File: src/rtl/rom_rdr_pkg.sv
// Shared types and defaults for the ROM reader controller.
package rom_rdr_pkg;

    localparam int unsigned DefAddrW = 8;
    localparam int unsigned DefDataW = 8;
    localparam int unsigned StateW   = 3;

    typedef enum logic [StateW-1:0] {
        StIdle = 3'd0,
        StAddr = 3'd1,
        StWait = 3'd2,
        StHold = 3'd3,
        StDone = 3'd4
    } state_e;

endpackage

File: src/rtl/rom_reader_ctrl.sv
// Walks a contiguous ROM address window and delivers each word on a valid/ready stream.
// Optional running checksum of transferred words: define ROM_RDR_CHECKSUM_EN.
module rom_reader_ctrl
    import rom_rdr_pkg::*;
#(
    parameter int unsigned ADDR_W    = DefAddrW,
    parameter int unsigned DATA_W    = DefDataW,
    parameter int unsigned READ_WAIT = 1
) (
    input  logic              clk,
    input  logic              rst_n,
    input  logic              start,
    input  logic [ADDR_W-1:0] start_addr,
    input  logic [ADDR_W:0]   len,
    output logic              busy,
    output logic              done,
    output logic [ADDR_W-1:0] rom_address,
    output logic              rom_ce,
    output logic              rom_read_en,
    input  logic [DATA_W-1:0] rom_data,
    output logic [DATA_W-1:0] out_data,
    output logic              out_valid,
    input  logic              out_ready,
    output logic              out_last
`ifdef ROM_RDR_CHECKSUM_EN
    ,
    output logic [DATA_W-1:0] checksum
`endif
);

    localparam int unsigned WaitW = (READ_WAIT > 0) ? $clog2(READ_WAIT + 1) : 1;
    localparam logic [WaitW-1:0] WaitLast = WaitW'((READ_WAIT > 0) ? READ_WAIT - 1 : 0);

    state_e              state_q, state_d;
    logic [ADDR_W-1:0]   addr_q, addr_d;
    logic [ADDR_W:0]     remain_q, remain_d;
    logic [WaitW-1:0]    wait_q, wait_d;
    logic [DATA_W-1:0]   data_q, data_d;
    logic                last_q, last_d;
    logic                busy_q, done_q, ce_q, valid_q;
    logic                transfer;

    assign transfer = (state_q == StHold) && out_ready;

    always_comb begin
        state_d  = state_q;
        addr_d   = addr_q;
        remain_d = remain_q;
        wait_d   = wait_q;
        data_d   = data_q;
        last_d   = last_q;
        unique case (state_q)
            StIdle: begin
                if (start) begin
                    addr_d   = start_addr;
                    remain_d = len;
                    state_d  = (len == '0) ? StDone : StAddr;
                end
            end
            StAddr: begin
                wait_d = '0;
                if (READ_WAIT == 0) begin
                    data_d  = rom_data;
                    last_d  = (remain_q == (ADDR_W+1)'(1));
                    state_d = StHold;
                end else begin
                    state_d = StWait;
                end
            end
            StWait: begin
                if (wait_q == WaitLast) begin
                    data_d  = rom_data;
                    last_d  = (remain_q == (ADDR_W+1)'(1));
                    state_d = StHold;
                end else begin
                    wait_d = wait_q + WaitW'(1);
                end
            end
            StHold: begin
                if (transfer) begin
                    remain_d = remain_q - (ADDR_W+1)'(1);
                    if (remain_q == (ADDR_W+1)'(1)) begin
                        state_d = StDone;
                    end else begin
                        // Address wraps naturally at 2**ADDR_W.
                        addr_d  = addr_q + ADDR_W'(1);
                        state_d = StAddr;
                    end
                end
            end
            StDone: state_d = StIdle;
            default: state_d = StIdle;
        endcase
    end

    // Outputs are registered from the next state so they line up with the state they belong to.
    always_ff @(posedge clk or negedge rst_n) begin
        if (!rst_n) begin
            state_q  <= StIdle;
            addr_q   <= '0;
            remain_q <= '0;
            wait_q   <= '0;
            data_q   <= '0;
            last_q   <= 1'b0;
            busy_q   <= 1'b0;
            done_q   <= 1'b0;
            ce_q     <= 1'b0;
            valid_q  <= 1'b0;
        end else begin
            state_q  <= state_d;
            addr_q   <= addr_d;
            remain_q <= remain_d;
            wait_q   <= wait_d;
            data_q   <= data_d;
            last_q   <= last_d;
            busy_q   <= (state_d == StAddr) || (state_d == StWait) || (state_d == StHold);
            done_q   <= (state_d == StDone);
            ce_q     <= (state_d == StAddr) || (state_d == StWait);
            valid_q  <= (state_d == StHold);
        end
    end

    assign busy        = busy_q;
    assign done        = done_q;
    assign rom_address = addr_q;
    assign rom_ce      = ce_q;
    assign rom_read_en = ce_q;
    assign out_data    = data_q;
    assign out_valid   = valid_q;
    assign out_last    = valid_q & last_q;

`ifdef ROM_RDR_CHECKSUM_EN
    logic [DATA_W-1:0] csum_q, csum_d;

    always_comb begin
        csum_d = csum_q;
        if (state_q == StIdle && start) begin
            csum_d = '0;
        end else if (transfer) begin
            csum_d = csum_q + data_q;
        end
    end

    always_ff @(posedge clk or negedge rst_n) begin
        if (!rst_n) begin
            csum_q <= '0;
        end else begin
            csum_q <= csum_d;
        end
    end

    assign checksum = csum_q;
`else
    // Checksum feature not built.
`endif

endmodule

File: config.mk
export PLATFORM = sky130hd
export DESIGN_NAME = rom_reader_ctrl
export DESIGN_NICKNAME = d
export VERILOG_FILES = /design/src/rtl/rom_rdr_pkg.sv /design/src/rtl/rom_reader_ctrl.sv
export SDC_FILE = /design/constraint.sdc
export NUM_CORES = 1
export LEC_CHECK = 0
export ABC_AREA = 1
export BUFFER_PORTS_ARGS = -buffer_cell sky130_fd_sc_hd__buf_2
export CAP_MARGIN = 10
export CORE_ASPECT_RATIO = 1.4
export CORE_MARGIN = 2
export CORE_UTILIZATION = 28
export CTS_BUF_LIST = sky130_fd_sc_hd__clkbuf_2
export DETAILED_ROUTE_END_ITERATION = 7
export PLACE_DENSITY_LB_ADDON = 0.3
export SYNTH_ARGS = -nofsm -noshare
export SYNTH_HDL_FRONTEND = slang
export SYNTH_SLANG_ARGS = --single-unit
File: constraint.sdc
create_clock -name clk -period 2.51 [get_ports clk]
set_input_delay 0 -clock clk [delete_from_list [all_inputs] [get_ports clk]]
set_output_delay 0 -clock clk [all_outputs]
set_load 0.05 [all_outputs]
# == After elaboration in Yosys (flattened, before gate mapping) ==
# Cells that the tools add are included.
# word_totals
reg_bits,34
input_bits,29
output_inout_bits,22
# op_classes
addsub,3
eq_ne,11
muxes,15
bitwise_logic,2
n_reduce_logical,10
# ops
op,n
8-bit two-way mux,3
9-bit two-way mux,2
9-bit case mux with 2 select lines,1
8-bit case mux with 2 select lines,1
3-bit two-way mux,5
3-bit by 2-bit == test with 1-bit output (second input constant),4
3-bit case mux with 4 select lines,1
9-bit by 1-bit == test with 1-bit output (second input constant),1
9-bit logical NOT,1
9-bit by 1-bit subtractor with 9-bit output (second input constant),1
8-bit by 1-bit adder with 8-bit output (second input constant),1
3-bit by 1-bit == test with 1-bit output (second input constant),2
2-bit != test (second input constant),3
4-bit AND reduction,1
2-bit nonzero test,2
3-bit == test (second input constant),1
3-bit logical NOT,1
3-bit AND reduction,1
1-bit logical OR,2
1-bit case mux with 2 select lines,1
2-bit AND reduction,1
1-bit adder (second input constant),1
1-bit AND,1
1-bit logical AND,1
other kinds (2),2

# == Depth between registers and ports, before layout ==
# Gate-level depths: netlist of the first run.
# logic_depth
ltp_word,7
mapped_depth,9

# == Least setup slack after synthesis of the first run ==
# No wires, ideal clock.
# synth_timing
path_type,register to register
startpoint,"register addr_q[0], in the netlist rom_address[0]"
endpoint,"register addr_q[2], in the netlist rom_address[2]"
setup_ns,0.120
t_arrival_ns,1.411
required_time_ns,2.390
path_slack_ns,0.979
stages_incl_launch_ff,7
path_buffers,0
path_cell_list,dfrtp_1 -> ha_1 -> or2_2 -> nand3_1 -> nand2_1 -> nand2_1 -> nand2_1
# synth_via
elab_chain_len,4
# synth_rtl
element,line_no,text
"start, declared",rom_reader_ctrl.sv:35,"logic [ADDR_W-1:0] addr_q, addr_d;"
"start signal, assigned",rom_reader_ctrl.sv:111,addr_q <= addr_d;
8-bit by 1-bit adder with 8-bit output,rom_reader_ctrl.sv:86,addr_d = addr_q + ADDR_W'(1);
8-bit two-way mux,rom_reader_ctrl.sv:82,if (remain_q == (ADDR_W+1)'(1)) begin
8-bit two-way mux,rom_reader_ctrl.sv:80,if (transfer) begin
8-bit case mux with 2 select lines,rom_reader_ctrl.sv:52,unique case (state_q)
# No other way between the ends. The select of a mux whose other input is x is not followed.
# A chain may end at the register's enable or synchronous reset.

# == Worst setup path after layout of the first run ==
# layout_timing
startpoint,input port len[1]
endpoint,register state_q[2]
# layout_via
elab_chain_len,4
# layout_rtl
element,line_no,text
"start, declared",rom_reader_ctrl.sv:14,"input logic [ADDR_W:0] len,"
9-bit logical NOT,rom_reader_ctrl.sv:57,state_d = (len == '0) ? StDone : StAddr;
3-bit two-way mux,rom_reader_ctrl.sv:57,
3-bit two-way mux,rom_reader_ctrl.sv:54,if (start) begin
3-bit case mux with 4 select lines,rom_reader_ctrl.sv:52,
named net state_d[2],rom_reader_ctrl.sv:34,"state_e state_q, state_d;"
"end signal, assigned",rom_reader_ctrl.sv:99,state_q <= StIdle;
"end signal, assigned",rom_reader_ctrl.sv:110,state_q <= state_d;
"end, declared",rom_reader_ctrl.sv:34,
# The timed path passes the listed nets, and every way through them passes these cells.

==> run metrics, run 1 <==
status finished clean; leakage 0.00138 uW; Chip Width 74.3 um; worst vdd ir 0.472 mV; Worst-Skew Late Latency 0.38 ns; worst slew pin tran 0.766 ns; # rows 35; Hold Path Class in -> reg; Min Clock Period, post-route 2.38 ns; grt ovf 0; Worst EP arrival 2.72 ns; layout cell share with drive strength beyond 1 0.233; Highest Clock Rate 420 MHz; vias in the first global route 1855; PwrDens 1280 nW/um^2; Mean Syn Cell Area 7.33 sq um; TritonCTS clock tree done; register area share after synthesis 0.427; CTS buffer count 5; I/O Pins 51; Area Growth Syn to Fin 35.6%; antenna viol nets, final 0; crit path max fanout 2; worst clock skew 0.0131 ns; wire per inst 10.8 um; routability cong. 0.802; core area 6660 sq um; Worst Hold Launch start; Non-Filler Instances 439; DRT Wirelength 4730 um; clk buf depth 2; number of diodes 0; H-tree depth 2; number of nets in the layout 378; Critical R2R Launch state_q[2]; Die ar. 7600 sq um; largest net degree at the start of global routing 34; DRC Markers 0; IO buf count 50; Root Driver clkbuf_2; Gate Count Post-Synth 264; post-CTS sizing 0; Final Max Tran Viols 0; RSZ-0062 raised after global routing no; gr usage total 0.136; first drt pass iteration count 4; crit share post-route 0.950; CP Launch Type primary input; Synth warnings 0; max-cap violation count 0; Placed Cells 401; Critical Path RT 2.85 ns; Worst Setup SP len[1]; Rel. slew slack 0.490; DIE HEIGHT 102 um; Setup Fix Bufs, Post-CTS 0; final setup violation count 0; Post-DP HPWL 3340 um; Yosys reg bits 33; mapped cell area 1940 sq um; initial antenna violation count 0; post-DR vias/cell 4.35; syn nets 296; Setup CP Type in -> reg; Initial Utilization 0.291; critical path capture point type register; Final Hold Fails 0; most common cell after layout, fill and taps aside nand2_1; post-synth cell types 26; initial detailed-routing violation count 54; Clock transition at path regs 0.19 ns; Setup TNS Final 0 ns; commonest non-fill, non-tap cells in the layout 113 x nand2_1, 50 x buf_2, 33 x dfrtp_1; vias 1909; first-pass GRT wire length 8010 um; clock tree sinks 33
-- layout make-up --
cell class,instances,area (sq um)
timing repair buffer,82,566
tap,92,115
clock buffer,5,25.0
inverter,26,103
clock inverter,3,41.3
multi-input combinational,198,950
fill,734,4030
sequential,33,826
-- cell usage after synthesis --
library cell / n / area (sq um)
nand4_1: 2 / 12.5
nand3_2: 1 / 10.0
nor2_2: 2 / 12.5
nor3_1: 2 / 10.0
nand3_1: 21 / 105
nor2_4: 1 / 11.3
or2_2: 1 / 6.26
nand2_1: 113 / 424
inv_1: 24 / 90.1
inv_6: 1 / 8.76
mux2_2: 8 / 90.1
o21ai_2: 4 / 35.0
inv_2: 1 / 3.75
xnor2_1: 1 / 8.76
nor2_1: 22 / 82.6
buf_2: 3 / 15.0
buf_4: 3 / 22.5
nand2_4: 1 / 11.3
o21bai_1: 1 / 7.51
buf_12: 1 / 20.0
dfrtp_1: 33 / 826
o21ai_0: 10 / 50.1
o211ai_1: 1 / 7.51
o31ai_1: 2 / 15.0
ha_1: 3 / 37.5
nand2_2: 2 / 12.5
-- stage by stage --
| step | utilization | hold slack [ns] | cell area [sq um] | power, uW | setup slack (ns) |
|---|---|---|---|---|---|
| finish | 0.394 | 0.0714 | 2630 | 3350 | 0.127 |
| global route | 0.394 | 0.0895 | 2630 | 3660 | 0.0136 |
| CTS | 0.394 | 0.0560 | 2630 | 3400 | 0.156 |
| detailed placement | 0.339 | 0.127 | 2260 | 3000 | 0.877 |
| global placement | 0.339 | 0.124 | 2260 | 2980 | 0.893 |
| floorplan | - | -0.296 | 1940 | 2600 | 0.979 |
-- sequential cells by signal, indices dropped and copies added (netlist names) --
signal / flops
busy: 1
out_valid: 1
rom_ce: 1
done: 1
out_data: 8
state_q: 3
remain_q: 9
rom_address: 8
last_q: 1
-- power by group --
group,switching [uW],internal (uW)
registers,194,770
clock network,195,165
logic,1410,614
-- timing repair --
action,CTS,global route
setup endpoints to repair,0,0
endpoints found under the hold margin,61,0
hold buffers,30,0
-- cells by family after synthesis --
family	Yosys count	share of synthesized area
AOI/OAI and AO/OA	18	0.0595
xor gates and xnor gates	1	0.00453
adders and majority gates	3	0.0194
buffers and inverters	33	0.0827
DFF	33	0.427
muxes	8	0.0465
and+or+nand+nor	168	0.361
-- critical path: stages --
cell,delay (ns)
dlygate4sd3_1,0.52
buf_2,0.13
nor2_1,0.09
dlygate4sd3_1,0.54
nand2_1,0.06
dlygate4sd3_1,0.58
o31ai_1,0.22
dlygate4sd3_1,0.57
-- worst paths after layout --
check	to	slack, ns	cells after the start
setup / recovery	state_q[2]	0.13	8
hold / removal	remain_q[8]	0.07	6
setup reg to reg	state_q[2]	0.54	6
hold reg to reg	remain_q[5]	0.51	2
max in group asynchronous	rom_address[0]	1.82	2
min in group asynchronous	out_data[3]	0.20	2
-- per-layer routing --
| metal | track usage | up-vias | routed length, um |
|---|---|---|---|
| met1 | 0.150 | 871 | 2020 |
| li1 | - | 992 | - |
| met5 | 0 | - | 0 |
| met3 | 0.0237 | 6 | 165 |
| met4 | 0.0495 | 0 | 87 |
| met2 | 0.255 | 40 | 2450 |
Power figures use the tool's default switching activity.
==> run 2: changes to the inputs <==
- CAP_MARGIN: 10 -> 20
- CORE_ASPECT_RATIO: 1.4 -> 2
==> run 2 against run 1 <==
Net effect:
- combinational power about the same
- final cell count down 0.91%
- power up 1.2%
- non-clock buffer count down 1
- cell area down 0.57%
- core utilization down 0.33 points
- sequential power up 2.1%
- critical path depth down 1
- critical endpoint unchanged
- largest power group unchanged
==> run metrics, run 2 (same netlist as run 1, synthesis figures left out) <==
vias in the first global route 1921 (+3.6%); wire per inst 11.6 um (+8.2%); Chip Width 62.8 um (-15%); worst slew pin tran 0.753 ns (-0.0124 ns); register area 826 sq um (unchanged); commonest non-fill, non-tap cells in the layout 113 x nand2_1, 50 x buf_2, 33 x dfrtp_1; Setup Fix Bufs, Post-CTS 0 (unchanged); Rel. slew slack 0.498 (+0.00828); max incr delay on CP 0.57 ns (about the same); Critical R2R Launch remain_q[1]; clock tree sinks 33 (unchanged); Initial Utilization 0.290 (-0.000763); Multi-input gate area 950 sq um (unchanged); Setup TNS Final 0 ns (unchanged); fillers 761 (+3.7%); Final Hold Fails 0 (unchanged); DRT Wirelength 5070 um (+7.2%); Critical Path RT 2.86 ns (about the same); Root Driver clkbuf_2; Highest Clock Rate 550 MHz (+31%); initial detailed-routing violation count 89 (+65%); leakage 0.00138 uW (-0.11%); Worst EP arrival 2.17 ns (-0.55 ns); Area Growth Syn to Fin 34.8%; layout cell share with drive strength beyond 1 0.234 (+0.000675); Min Clock Period, post-route 1.82 ns (-0.565 ns); crit share post-route 0.724 (-0.225); routability cong. 0.809 (+0.85%); first drt pass iteration count 4 (unchanged); core area 6670 sq um (+0.26%); grt ovf 0 (unchanged); Worst-Skew Late Latency 0.41 ns (+0.03 ns); Post-DP HPWL 3740 um (+12%); max reg flops 9 (unchanged); Die ar. 7630 sq um (+0.40%); gr usage total 0.145 (+0.00900); most frequent CP cell dlygate4sd3_1; RSZ-0062 raised after global routing no; reg-to-reg setup timing slack 0.70 ns (+0.16 ns); CTS buffer count 5 (unchanged); I/O Pins 51 (unchanged); initial antenna violation count 1 (+1); clk buf depth 2 (unchanged); worst vdd ir 0.422 mV (-11%); vias 1935 (+1.4%); number of nets in the layout 377 (-0.26%); first-pass GRT wire length 8490 um (+6.0%); TritonCTS clock tree done; WHS 0.0522 ns (-0.0192 ns); DRC Markers 0 (unchanged); reg2reg end state_q[2]; largest net degree at the start of global routing 34 (unchanged); crit path max fanout 2 (unchanged); worst r2r path cells 7 (+1); Worst Setup SP len[1]; PwrDens 1300 nW/um^2 (+1.8%); IO buf count 50 (unchanged); status finished clean; crit path to state_q[2]; Clock transition at path regs 0.18 ns (about the same); critical path, cell by cell dlygate4sd3_1 -> buf_2 -> nor2_1 -> nand2_1 -> dlygate4sd3_1 -> o31ai_1 -> dlygate4sd3_1; H-tree depth 2 (unchanged); final setup violation count 0 (unchanged); Final Max Tran Viols 0 (unchanged); antenna viol nets, final 0 (unchanged); CP Launch Type primary input; most flop-heavy register remain_q; Setup CP Type in -> reg; Hold Path Class in -> reg; CP max stage cell dlygate4sd3_1; worst clock skew 0.00996 ns (-0.00318 ns); max-cap violation count 0 (unchanged); post-DR vias/cell 4.45 (+2.3%); DIE HEIGHT 122 um (+19%); critical path capture point type register; # rows 42 (+20%); most common cell after layout, fill and taps aside nand2_1
-- run 2: per-stage QoR --
step	instance area, sq um	std cells	setup slack (ns)	total power [uW]	util
floorplan	1940	264	0.979	2600	-
global placement	2250	397	0.946	2990	0.338
detailed placement	2250	397	0.921	3020	0.338
CTS	2610	434	0.691	3420	0.391
global route	2610	435	0.512	3680	0.391
finish	2610	435	0.692	3390	0.391
-- run 2: timing repair --
item | in CTS | in global routing
resized for setup | 0 | 0
hold endpoints to repair | 61 | 0
hold buffers | 29 | 0
-- run 2: critical path: cells and delay by family --
kind | cells | cell delay (ns)
compound gates | 1 | 0.21
simple gates | 2 | 0.16
buf+inv | 4 | 1.80
-- run 2: where the power goes --
part	switching, uW	total [uW]	internal (uW)
clock	193	363	170
sequential	213	984	771
combinational	1430	2040	613
-- run 2: layout make-up --
cell class                      instances  area share
Clock inverter                          2      0.0129
Sequential cell                        33       0.316
Antenna cell                            1    0.000959
Multi-Input combinational cell        198       0.364
Clock buffer                            6      0.0115
Inverter                               26      0.0393
Tap cell                               88      0.0422
Timing Repair Buffer                   81       0.213
-- run 2: worst min path at each step --
stage	startpoint	end	slack, ns	cells past startpoint
6_report	start	remain_q[7]	0.05	6
5_1_grt	start	remain_q[8]	0.06	6
4_1_cts	start	remain_q[7]	0.02	6
3_5_place_dp	rst_n	done	0.12	1
3_3_place_gp	rst_n	done	0.12	1
2_1_floorplan	rst_n	busy	-0.30	0
-- run 2: per-layer routing --
metal,global-route usage,vias up,wire length (um)
met5,0,-,0
met4,0.0806,0,161
met3,0.0268,13,153
met2,0.282,39,2910
met1,0.140,898,1850
li1,-,985,-
